## src/rtl/ram1clk1ino.sv

```systemverilog
// Single-clock byte-writable RAM, one write port, RDCNT write-first read ports, with a clear sweep.
// Read latency 1 cycle; rdy_o low during reset and during a sweep, when writes are dropped and reads return 0.
module ram1clk1ino #(
  parameter int             SZ       = 2,
  parameter int             DW       = 32,
  parameter int             RDCNT    = 2,
  parameter logic [DW-1:0]  CLRVAL   = '0,
  parameter bit             CLRONRST = 1'b1,
  parameter string          SRCFILE  = "",
  localparam int            AW       = (SZ > 1) ? $clog2(SZ) : 1,
  localparam int            SW       = DW / 8
) (
  input  logic                  clk_i,
  input  logic                  rst_i,
  input  logic                  clr_i,
  output logic                  rdy_o,
  input  logic                  we_i,
  input  logic [SW-1:0]         sel_i,
  input  logic [AW-1:0]         waddr_i,
  input  logic [DW-1:0]         i,
  input  logic [RDCNT*AW-1:0]   raddr_i,
  output logic [RDCNT*DW-1:0]   o
);

  typedef enum logic {IDLE, CLR} state_t;

  localparam logic [AW:0] SZ_W = SZ[AW:0];
  localparam logic [AW:0] LAST = SZ_W - 1'b1;

  logic [DW-1:0]        r_mem [SZ];
  state_t               r_state;
  logic [AW:0]          r_cnt;
  logic                 r_rdy;
  logic [RDCNT*DW-1:0]  r_o;

  logic                 w_acc;
  logic                 w_wen;
  logic [DW-1:0]        w_mask;
  logic [DW-1:0]        w_merged;
  logic [RDCNT*DW-1:0]  w_rd;

  assign w_acc = (r_state == IDLE) && r_rdy;
  assign w_wen = w_acc && we_i && ({1'b0, waddr_i} < SZ_W) && (|sel_i);

  for (genvar b = 0; b < SW; b++) begin : g_mask
    assign w_mask[b*8 +: 8] = {8{sel_i[b]}};
  end

  // Post-write word: also the bypass value for same-address reads.
  assign w_merged = (r_mem[waddr_i] & ~w_mask) | (i & w_mask);

  for (genvar k = 0; k < RDCNT; k++) begin : g_rd
    logic [AW-1:0] w_ra;
    assign w_ra = raddr_i[k*AW +: AW];
    assign w_rd[k*DW +: DW] = ({1'b0, w_ra} >= SZ_W)            ? '0 :
                              (w_wen && (w_ra == waddr_i))      ? w_merged :
                                                                  r_mem[w_ra];
  end

  always_ff @(posedge clk_i) begin
    if (w_wen) begin
      r_mem[waddr_i] <= w_merged;
    end else if (r_state == CLR) begin
      r_mem[r_cnt[AW-1:0]] <= CLRVAL;
    end
  end

  // IDLE with r_rdy low only occurs on the first edge after reset.
  always_ff @(posedge clk_i or posedge rst_i) begin
    if (rst_i) begin
      r_state <= IDLE;
      r_rdy   <= 1'b0;
      r_cnt   <= '0;
      r_o     <= '0;
    end else begin
      case (r_state)
        IDLE: begin
          if (!r_rdy) begin
            r_o <= '0;
            if (CLRONRST) begin
              r_state <= CLR;
              r_cnt   <= '0;
            end else begin
              r_rdy <= 1'b1;
            end
          end else if (clr_i) begin
            r_state <= CLR;
            r_rdy   <= 1'b0;
            r_cnt   <= '0;
            r_o     <= '0;
          end else begin
            r_o <= w_rd;
          end
        end
        CLR: begin
          r_o <= '0;
          if (r_cnt == LAST) begin
            r_state <= IDLE;
            r_rdy   <= 1'b1;
            r_cnt   <= '0;
          end else begin
            r_cnt <= r_cnt + 1'b1;
          end
        end
        default: begin
          r_state <= IDLE;
          r_rdy   <= 1'b0;
          r_cnt   <= '0;
          r_o     <= '0;
        end
      endcase
    end
  end

  assign rdy_o = r_rdy;
  assign o     = r_o;

endmodule

```

## config.mk

```make
export PLATFORM = sky130hd
export DESIGN_NAME = ram1clk1ino
export DESIGN_NICKNAME = d
export VERILOG_FILES = /design/src/rtl/ram1clk1ino.sv
export SDC_FILE = /design/constraint.sdc
export NUM_CORES = 1
export LEC_CHECK = 0
export CAP_MARGIN = 10
export CORE_MARGIN = 10
export CORE_UTILIZATION = 30
export CTS_CLUSTER_SIZE = 14
export DETAILED_ROUTE_END_ITERATION = 6
export PLACE_DENSITY = 0.58
export SLEW_MARGIN = 30
export SYNTH_ARGS = -nofsm -noshare
export SYNTH_HDL_FRONTEND = slang
export SYNTH_SLANG_ARGS = --single-unit
```

## constraint.sdc

```tcl
create_clock -name clk_i -period 6.38 [get_ports clk_i]
set_input_delay 0.957 -clock clk_i [delete_from_list [all_inputs] [get_ports clk_i]]
set_output_delay 0.957 -clock clk_i [all_outputs]
set_load 0.005 [all_outputs]
```

Word level (Yosys, flattened, before mapping)
Memories as Yosys holds them, arrays and structs flattened.
Index checks and enable logic that the tools add are counted.
{ "totals": {"reg_bits": 68, "mem_bits_rw": 64, "inputBits": 43, "output_inout_bits": 65, "wordCells": 48, "memories": 1} }
{ "op_classes": {"add_sub_neg": 1, "eq_ne": 5, "n_mux": 25, "bitwise_logic": 5, "n_reduce_logical": 7} }
{ "memory_table": {"columns": ["memory", "depth", "word_bits", "read_ports", "rd_clocked_by_memory_dff", "write_ports", "line", "rtl"], "rows": [
  ["r_mem", 2, 32, 3, 0, 1, "30", "logic [DW-1:0] r_mem [SZ];"]
]} }
{ "op_table": {"columns": ["op", "count"], "rows": [
  ["64-bit two-way mux", 2],
  ["64-bit one-hot mux with 2 select lines", 1],
  ["32-bit two-way mux", 3],
  ["32-bit AND", 2],
  ["32-bit NOT", 1],
  ["32-bit bitwise OR", 1],
  ["32-bit OR reduction", 1],
  ["1-bit two-way mux", 13],
  ["2-bit two-way mux", 3],
  ["1-bit logical AND", 5],
  ["1-bit one-hot mux with 2 select lines", 2],
  ["2-bit one-hot mux with 2 select lines", 1],
  ["4-bit OR reduction", 1],
  ["3-bit != test, second input constant", 1],
  ["2-bit by 1-bit adder with 2-bit output, second input constant", 1],
  ["1-bit equality test", 2],
  ["2-bit by 1-bit equality test with 1-bit output, second input constant", 1],
  ["2-bit by 1-bit != test with 1-bit output, second input constant", 1],
  ["1-bit NOT", 1]
]} }

Logic depth before layout (Yosys ltp)
{ "logic_depth": {"ltp_word": 9, "mapped_depth": 6, "mapped_depth_nobuf": 3} }

Worst setup path before layout
Ideal clock, no wire load.
{ "synth_path": {"path_type": "input to register", "start": "input waddr_i", "end": "memory r_mem[1][0], enable pin", "setup_time_ps": 392, "arrival_time_ps": 2187, "required_ps": 5988, "path_slack_ps": 3801, "stages": 3, "n_path_buf": 2, "path_cell_list": "buf_2 -> buf_2 -> a22o_1"} }
{ "synth_via": {"elab_chain_len": 1} }
{ "synth_lines": {"columns": ["item", "line", "rtl"], "rows": [
  ["from (decl)", "19", "input logic [AW-1:0] waddr_i,"],
  ["1-bit two-way mux (no source line)", null, null],
  ["to (decl)", "30", null]
]} }
No other way between the ends.

Final worst setup path
{ "layout_path": {"start": "input sel_i[2]", "end": "memory r_mem[1][4], enable pin"} }
{ "layout_via": {"elab_chain_len": 6, "word_cells_on_any_way": 9, "classes_between": "6 x mux; 3 x reduce/logical"} }
{ "layout_lines": {"columns": ["item", "line", "rtl"], "rows": [
  ["from (decl)", "18", "input logic [SW-1:0] sel_i,"],
  ["4-bit OR reduction (*)", "43", "assign w_wen = w_acc && we_i && ({1'b0, waddr_i} < SZ_W) && (|sel_i);"],
  ["1-bit logical AND (*)", "43", null],
  ["1-bit two-way mux", "61", "if (w_wen) begin"],
  ["1-bit two-way mux (implied by the code)", "64", "r_mem[r_cnt[AW-1:0]] <= CLRVAL;"],
  ["32-bit OR reduction (no source line)", null, null],
  ["1-bit two-way mux (no source line)", null, null]
]} }
Mark *: on every way between the ends. The rest lies on a longest branch, timed or not.

==> results_dict.tcl <==
set metrics [dict create \
    status "completed" \
    synth_most_common_cell "mux2_2" \
    clkSinkCount 132 \
    ir_drop_v 0.000200 \
    path_clk_slew_ns 0.06 \
    setup_viol 0 \
    fin_ws_ns 3.11 \
    synth.distinct_cells 26 \
    grt_usage 0.118 \
    antenna_cells 0 \
    comb_power_share 0.287 \
    drtPass1Iterations 4 \
    synth-async-reset-ratio 0.515 \
    area.growth.synth_to_final_pct 27.8 \
    holdBufCountCts 0 \
    grt_pass1_wl_um 26500 \
    nNetsFinal 677 \
    worstPathMaxFanout 32 \
    die_x_um 169 \
    p_leak_nw 3.38 \
    cts_resized 0 \
    viasPerCell 4.84 \
    hold_viol 0 \
    clock_skew_ns 0.00604 \
    p_int_mw 2.42 \
    die_area_um2 28600 \
    power_frac_seq 0.430 \
    antenna_found_initial 0 \
    slew_headroom 0.356 \
    yosysWarnings 0 \
    syn_area_um2 6660 \
    overflow 0 \
    yosysSeqAreaShare 0.544 \
    synth_top_area_cell "edfxtp_1" \
    rsz0062_at_grt "no" \
    max_clock_freq_mhz 306 \
    synth_top_cells_by_count "96 x mux2_2, 68 x dfrtp_1, 65 x nand2_1" \
    synth.area.top_cells "edfxtp_1 29%, dfrtp_1 26%, mux2_2 16%" \
    finalCriticalPeriod_ns 3.27 \
    cp-start-kind "primary input" \
    num_vias 4483 \
    drt-total-wl_um 16600 \
    wl_per_cell_um 17.9 \
    grt_pass1_vias 4787 \
    io_buffers 107 \
    synth.avg_cell_area_um2 12.2 \
    required_ns 6.42 \
    cp-end-kind "flop" \
    post-route-period-util 0.512 \
    drt_iter0_markers 150 \
    die_h_um 169 \
    maxSlewViolCount 0 \
    row_count 54 \
    min_path_type "flop to flop" \
    cts_max_level 4 \
    arrival_ns 3.31 \
    synth_top_area_share 0.289 \
    final_util 0.390 \
    ys.flop_type "dfrtp_1" \
    dp_slack_ns 2.65 \
    finalNonFillerCells 927 \
    core_region_area_um2 21800 \
    layout-drive-gt1-share 0.216 \
    synthCells 546 \
    insertion_delay_ns 0.42 \
    grt_max_degree 100 \
    power_frac_clock 0.283 \
    swShare 0.302 \
    cts_made_buffers 17 \
    dp_hpwl_um 10400 \
    cts_tree "yes" \
    netSwitchingPower_mw 1.04 \
    num_io_pins 108 \
    crit_type "primary input to flop" \
    gp_congestion 0.731 \
    maxCapViolCount 0 \
    synth_edf_count 64 \
    start_util 0.305 \
    finalSetupTns_ns 0 \
    synth.ff_latch_count 132 \
    cts-root-buf "clkbuf_16" \
    cellPowerDensity_nw_per_um2 407 \
    detail-route-antenna-nets 0 \
    postCtsSetupRepairBufs 0 \
    cts_buffer_depth 2 \
    drc_errors 0 \
    placed_cells 895 \
    worstMarginPinSlew_ns 0.966 \
    syn-num-nets 589 \
]
==> cells in the final DEF, fill, tap and decap left out, types with 3 or more instances in the layout <==
cell             instances
edfxtp_1                64
o21ai_0                 12
or2b_1                   9
clkdlybuf4s50_1        104
nor2_1                  32
nand2b_1                23
clkinv_2                 7
mux2i_1                 64
dfrtp_1                 67
mux2_2                  96
clkbuf_16               17
bufinv_16                3
o211ai_1                32
buf_2                    3
nand2_1                 65
o21ai_1                 22
==> power groups by stage <==
stage                     Sequential [mW]  Combinational, mW  Clock (mW)
after floorplan                      1.42              0.681           0
after global placement               1.48              0.991           0
after detailed placement             1.50               1.01           0
after CTS                            1.49               1.01        1.00
after global routing                 1.53               1.11        1.04
final                                1.49              0.994       0.979
==> layer usage <==
layer	track usage	wire [um]	vias to the layer above
li1	-	-	2135
met1	0.136	7150	2228
met2	0.200	8200	101
met3	0.0410	1010	19
met4	0.0420	237	0
met5	0	0	-
==> area by class of cell <==
class | instances | area (um2)
fill | 2058 | 13300
inverter | 3 | 12.5
sequential | 132 | 3620
tap | 280 | 350
clock inverter | 12 | 135
multi-input combinational | 369 | 2840
clock buffer | 20 | 457
timing repair buffer | 111 | 1090
==> cell families after synthesis <==
group           count (synthesis)  share of synthesized area
compound gates                 71                     0.0671
flops                         132                      0.544
xor+xnor                        2                    0.00263
mux                           160                      0.259
simple gates                  136                     0.0964
buf+inv                        45                     0.0312
==> state kept, by name (all words and copies together) (netlist names) <==
name,cells
o,64
r_mem,64
r_cnt,2
r_state,1
rdy_o,1
==> worst paths after layout <==
| kind | start | end | slack, ns | cells after the start |
|---|---|---|---|---|
| max | sel_i[2] | r_mem[1][4] | 3.11 | 4 |
| min | r_cnt[1] | r_cnt[1] | 0.50 | 1 |
| max reg2reg | r_state | r_mem[0][21] | 4.02 | 2 |
| min reg2reg | r_cnt[1] | r_cnt[1] | 0.50 | 1 |
| max in group asynchronous | rst_i | r_state | 4.88 | 3 |
| min in group asynchronous | rst_i | o[43] | 1.03 | 3 |
==> critical path, cell delays in order <==
cell and delay, ns:
clkdlybuf4s50_1 1.10, nor4_2 0.18, nor3_1 0.28, a22o_2 0.77
==> stage by stage <==
step / hold WS, ns / cell area, um2 / total power [mW]
floorplan: 0.458 / 6660 / 2.10
global placement: 0.473 / 7910 / 2.47
detailed placement: 0.482 / 7910 / 2.50
CTS: 0.495 / 8500 / 3.50
global route: 0.511 / 8510 / 3.67
finish: 0.500 / 8510 / 3.46
Note: power is estimated with default switching activity, not from simulation.
